`src/rtl/rd_valid_generator_if.sv`:
```
// ============================================================================
// Module      : rd_valid_generator_if
// Description : Status/strobe bundle between FIFO full logic and the read-side
//               drain generator.
// Revision    : 1.0 - initial release
// ============================================================================
`default_nettype none

interface rd_valid_generator_if;
   logic full;
   logic rd_valid;

   // Producer of the full flag / consumer of the read strobe
   modport master (
      output full,
      input  rd_valid
   );

   // The drain generator itself
   modport slave (
      input  full,
      output rd_valid
   );
endinterface

`default_nettype wire

```
`src/rtl/rd_valid_generator.sv`:
```
// ============================================================================
// Module      : rd_valid_generator
// Description : Emits a FIFO_DEPTH-cycle rd_valid burst per synchronized
//               0->1 transition of the asynchronous FIFO full flag.
// Revision    : 1.0 - initial release
// ============================================================================
`default_nettype none

module rd_valid_generator #(
   parameter int FIFO_DEPTH    = 8,
   parameter int COUNTER_WIDTH = 3
) (
   input  wire logic             rd_clk,
   input  wire logic             reset,
   rd_valid_generator_if.slave   bus
);

   localparam logic [COUNTER_WIDTH-1:0] c_last_count = COUNTER_WIDTH'(FIFO_DEPTH - 1);
   localparam logic [COUNTER_WIDTH-1:0] c_count_one  = COUNTER_WIDTH'(1);

   typedef enum logic [0:0] {
      ST_IDLE  = 1'b0,
      ST_DRAIN = 1'b1
   } state_t;

   logic                     r_full_s1;
   logic                     r_full_s2;
   logic                     r_full_s2_d;
   logic                     w_full_rise;

   state_t                   r_state;
   logic [COUNTER_WIDTH-1:0] r_count;
   logic                     r_rd_valid;

   // full is asynchronous to rd_clk: two-flop synchronizer plus edge-detect flop
   always_ff @(posedge rd_clk or negedge reset) begin
      if (!reset) begin
         r_full_s1   <= 1'b0;
         r_full_s2   <= 1'b0;
         r_full_s2_d <= 1'b0;
      end else begin
         r_full_s1   <= bus.full;
         r_full_s2   <= r_full_s1;
         r_full_s2_d <= r_full_s2;
      end
   end

   assign w_full_rise = r_full_s2 & ~r_full_s2_d;

   // Edges seen while draining are simply dropped; the edge flop keeps
   // tracking the level so nothing is queued for after the burst.
   always_ff @(posedge rd_clk or negedge reset) begin
      if (!reset) begin
         r_state    <= ST_IDLE;
         r_count    <= '0;
         r_rd_valid <= 1'b0;
      end else begin
         case (r_state)
            ST_IDLE: begin
               r_count <= '0;
               if (w_full_rise) begin
                  r_state    <= ST_DRAIN;
                  r_rd_valid <= 1'b1;
               end else begin
                  r_rd_valid <= 1'b0;
               end
            end
            ST_DRAIN: begin
               if (r_count == c_last_count) begin
                  r_state    <= ST_IDLE;
                  r_count    <= '0;
                  r_rd_valid <= 1'b0;
               end else begin
                  r_count    <= r_count + c_count_one;
                  r_rd_valid <= 1'b1;
               end
            end
            default: begin
               r_state    <= ST_IDLE;
               r_count    <= '0;
               r_rd_valid <= 1'b0;
            end
         endcase
      end
   end

   assign bus.rd_valid = r_rd_valid;

endmodule

`default_nettype wire

```
`src/flat_wrapper.sv`:
```
// flat-port wrapper written by rule: the top's interface ports become plain ports
module rd_valid_generator_flat 
#(
   parameter int FIFO_DEPTH    = 8,
   parameter int COUNTER_WIDTH = 3
)
  (rd_clk, reset, bus_full, bus_rd_valid);
  rd_valid_generator_if bus_i ();
  input  wire logic rd_clk;
  input  wire logic reset;
  input wire logic [$bits(bus_i.full)-1:0] bus_full;
  output wire logic [$bits(bus_i.rd_valid)-1:0] bus_rd_valid;
  assign bus_i.full = bus_full;
  assign bus_rd_valid = bus_i.rd_valid;
  rd_valid_generator #(.FIFO_DEPTH(FIFO_DEPTH), .COUNTER_WIDTH(COUNTER_WIDTH)) u_core (.rd_clk(rd_clk), .reset(reset), .bus(bus_i));
endmodule
```
`config.mk`:
```
export PLATFORM = sky130hd
export DESIGN_NAME = rd_valid_generator_flat
export DESIGN_NICKNAME = d
export VERILOG_FILES = /design/src/rtl/rd_valid_generator_if.sv /design/src/rtl/rd_valid_generator.sv /design/src/flat_wrapper.sv
export SDC_FILE = /design/constraint.sdc
export NUM_CORES = 1
export LEC_CHECK = 0
export ABC_AREA = 1
export CAP_MARGIN = 20
export CELL_PAD_IN_SITES_DETAIL_PLACEMENT = 0
export CELL_PAD_IN_SITES_GLOBAL_PLACEMENT = 1
export CORE_AREA = 2 2 39 41
export CTS_CLUSTER_DIAMETER = 40
export DETAILED_ROUTE_END_ITERATION = 12
export DIE_AREA = 0 0 41 43
export PLACE_DENSITY_LB_ADDON = 0.1
export SKIP_CTS_REPAIR_TIMING = 1
export SLEW_MARGIN = 20
export SYNTH_ARGS = -nofsm -noshare
export SYNTH_HDL_FRONTEND = slang
export SYNTH_SLANG_ARGS = --single-unit
```
`constraint.sdc`:
```
create_clock -name rd_clk -period 1.2 [get_ports rd_clk]
set_input_delay 0.36 -clock rd_clk [delete_from_list [all_inputs] [get_ports rd_clk]]
set_output_delay 0.36 -clock rd_clk [all_outputs]
set_load 0.1 [all_outputs]
```
### Word-level counts from Yosys, hierarchy flattened

Index checks and enable logic that the tools add are counted.

| word-level totals | value |
|---|---|
| bits in registers | 7 |
| output and inout bits | 1 |

| operators by class | value |
|---|---|
| add/sub/neg operators | 1 |
| equal/unequal tests | 1 |
| muxes and demuxes | 5 |
| bitwise operators | 3 |

Operator list:

| operator | number |
|---|---|
| $pmux W3 S2 | 1 |
| $add A3 B1 Y3 const B | 1 |
| $eq A3 B3 Y1 const B | 1 |
| $mux W3 | 1 |
| $mux W1 | 2 |
| $not A1 Y1 | 2 |
| $pmux W1 S2 | 1 |
| $and A1 B1 Y1 | 1 |

### Depth between registers and ports, before layout

| depth | value |
|---|---|
| word-level depth | 4 |
| mapped depth | 5 |

### Worst setup path after synthesis

OpenSTA, ideal clock, no wires.

| timing path | value |
|---|---|
| path kind | reg2out |
| start point | reg, netlist name u_core.r_state |
| end point | out bus_rd_valid |
| arrival | 0.939 ns |
| required time | 0.840 ns |
| setup slack | -0.099 ns |
| stages on the path, launching flop included | 1 |
| path buffers | 0 |
| cells stage by stage | dfrtp_1 |

RTL lines:

| what | line | text |
|---|---|---|
| end, declared | flat_wrapper.sv:12 | `output wire logic [$bits(bus_i.rd_valid)-1:0] bus_rd_valid;` |

==> results by group <==
Status
  • Status: finished with violations
  • Failing checks: negative setup slack

Timing
  • Slew Limit Fails: 0
  • Max Freq: 818.4 MHz
  • Fin crit period: 1222 ps
  • Setup slack after layout: -21.90 ps
  • Setup Skew: 5.668 ps
  • Endpoints failing setup: 1
  • Fin. Hold Viols: 0
  • RSZ-0062 raised after global routing: true
  • Max-slew headroom: 0.7927
  • Worst Tran Pin Value: 309.9 ps
  • Fin crit share: 1.018

Detailed routing
  • DRT Wirelength: 373 um
  • Routed met3 length: 30 um
  • Final ANT Viol Nets: 0
  • Post-route DRC: 0
  • Max layer used: met3
  • Met1 WL: 148 um
  • Met2 routed WL: 194 um
  • Initial DRC count: 3
  • DRT Pass-1 Iters: 2
  • Via count: 164
  • Routed length per instance: 8.109 um
  • Vias per cell: 3.565

GRT
  • Initial antenna violation count: 0
  • GRT overflow: 0
  • Largest net degree at the start of global routing: 8
  • First-pass GRT wire length: 745 um
  • Vias in the first global route: 184
  • Total track usage: 0.07092

Logic synthesis
  • Synth async-reset ratio: 1.000
  • Syn nets: 28
  • Register area share after synthesis: 0.6604
  • Post-synth EDFFs: 0
  • Xor/xnor share of the synthesized area: 0
  • Cell variety after synth: 8
  • Post-Syn Instances: 22
  • Mean post-synth cell area: 12.06 um2
  • Main combinational cell family by area after synthesis: adder cells
  • Simple-gate portion of the synthesized area: 0.1274
  • Fraction of the mapped netlist area in adder cells: 0.1415
  • Synthesized cell area: 265.3 um2
  • Yosys warnings: 0
  • Ys flop type: dfrtp_1
  • Share of the synthesized area in the top cell type: 0.6604
  • Synth area leader: dfrtp_1
  • Most numerous cell in the Yosys netlist: dfrtp_1
  • Synth Register Bits: 7
  • Commonest cells post-synth: dfrtp_1 (7), inv_1 (4), nand2_1 (4)
  • Synth top area cells: dfrtp_1 (66%), ha_1 (14%), inv_1 (5.7%)
  • Compound-Gate Fraction of Synth Area: 0
  • Post-synthesis mux area share: 0

Min path
  • Hold Path Class: reg2reg

Placed design
  • I/O Buffers: 3
  • Dpl cell area: 326.6 um2
  • Pre-CTS setup slack: 114.4 ps
  • Gpl congestion: 0.6798
  • Dpl hpwl: 305.1 um

Floorplanning
  • I/O pin count: 4
  • CORE AREA: 0.001384 mm2
  • Row count: 14
  • Die height: 43 um
  • Chip width: 41 um
  • Starting Density: 0.1917
  • Die ar.: 0.001763 mm2

Critical path
  • Critical path cell sequence: buf_12
  • Delay-heaviest family, CP: flip-flops
  • Slowest stage delay, CP: 440 ps
  • Critical path arrival: 860 ps
  • Startpoint types: flop
  • Slowest-stage cell, CP: dfrtp_2
  • Crit. End Element: output port
  • Critical path class: reg2out
  • Crit path max fanout: 4
  • WP data required: 840 ps
  • Buf/Inv on CP: 1
  • R2R setup slack: 120 ps

Clock tree
  • CTS tree: built
  • CTS Buffer Depth: 2
  • Reg clk slew, reported paths: 50 ps
  • Clock sink count: 7
  • Skew-Pair Late Insertion Delay: 250 ps
  • Inserted Clock Buffers: 3
  • Root Buffer: clkbuf_4
  • H-tree Lvls: 1

Layout
  • Share of cells above drive strength 1: 0.2667
  • Fin area: 360.3 um2
  • Number of antenna diodes: 0
  • Layout area overhead: 35.85%
  • Final core utilization: 0.2604
  • # nets final: 37

Pwr
  • PwrDens: 2633 mW/mm2
  • Leak pwr: 0.1879 nW
  • Peak VDD IR: 0.0006531 V

Run
  • Max_cap viols: 0
per-stage QoR:
stage	instances	hold slack [ps]	power (mW)	TNS, ps
final	46	350.1	0.9487	-21.90
after global routing	46	366.8	1.044	-61.40
after CTS	45	357.8	0.9475	-43.01
after detailed placement	41	346.5	0.7282	0
after global placement	41	338.9	0.7195	0
after floorplan	22	64.41	0.5984	0
area by class of cell:
cell class	count	area [um2]
fill	157	1023
sequential	7	176.4
multi-input combinational	10	71.32
tap	16	20.02
timing repair buffer	4	47.55
inverter	5	18.77
clock buffer	4	26.28
registers in the layout (all words and copies together) (netlist names):
signal,flops
u_core.r_full_s1,1
u_core.r_full_s2_d,1
u_core.r_count,3
u_core.r_state,1
u_core.r_full_s2,1
path summary, 6_finish.rpt:
| path | from | end | depth (start not counted) |
|---|---|---|---|
| setup / recovery | u_core.r_state$_DFF_PN0_ | bus_rd_valid | 1 |
| hold / removal | u_core.r_full_s1$_DFF_PN0_ | u_core.r_full_s2$_DFF_PN0_ | 0 |
| setup reg to reg | u_core.r_count[0]$_DFF_PN0_ | u_core.r_count[2]$_DFF_PN0_ | 4 |
| hold reg to reg | u_core.r_full_s1$_DFF_PN0_ | u_core.r_full_s2$_DFF_PN0_ | 0 |
| max in group asynchronous | reset | u_core.r_state$_DFF_PN0_ | 1 |
| min in group asynchronous | reset | u_core.r_count[0]$_DFF_PN0_ | 1 |
cells by family after synthesis:
kind of cell,count (synthesis)
adders and majority gates,3
buffers and inverters,5
and+or+nand+nor,7
DFF,7
cell usage in the layout (no fill, tap or decap):
| cell | instances |
|---|---|
| inv_1 | 4 |
| nand3_1 | 1 |
| ha_1 | 3 |
| nor2_1 | 1 |
| nand2_1 | 4 |
| inv_2 | 1 |
| clkdlybuf4s50_1 | 2 |
| clkbuf_4 | 3 |
| nor3_2 | 1 |
| clkbuf_1 | 1 |
| dfrtp_2 | 1 |
| buf_12 | 1 |
| dfrtp_1 | 6 |
| buf_4 | 1 |
power by group:
group          internal, mW  switching, mW  total, mW
combinational         0.155          0.224      0.379
sequential            0.309         0.0524      0.361
clock                 0.127         0.0812      0.208
total                 0.591          0.357      0.949
per-layer routing:
| layer | up-vias | GRT usage |
|---|---|---|
| met1 | 77 | 0.08609 |
| met3 | 0 | 0.06283 |
| met4 | 0 | 0.04000 |
| met2 | 6 | 0.08125 |
| li1 | 81 | - |
| met5 | - | 0 |
No activity file was read; power rests on OpenSTA's default activity.
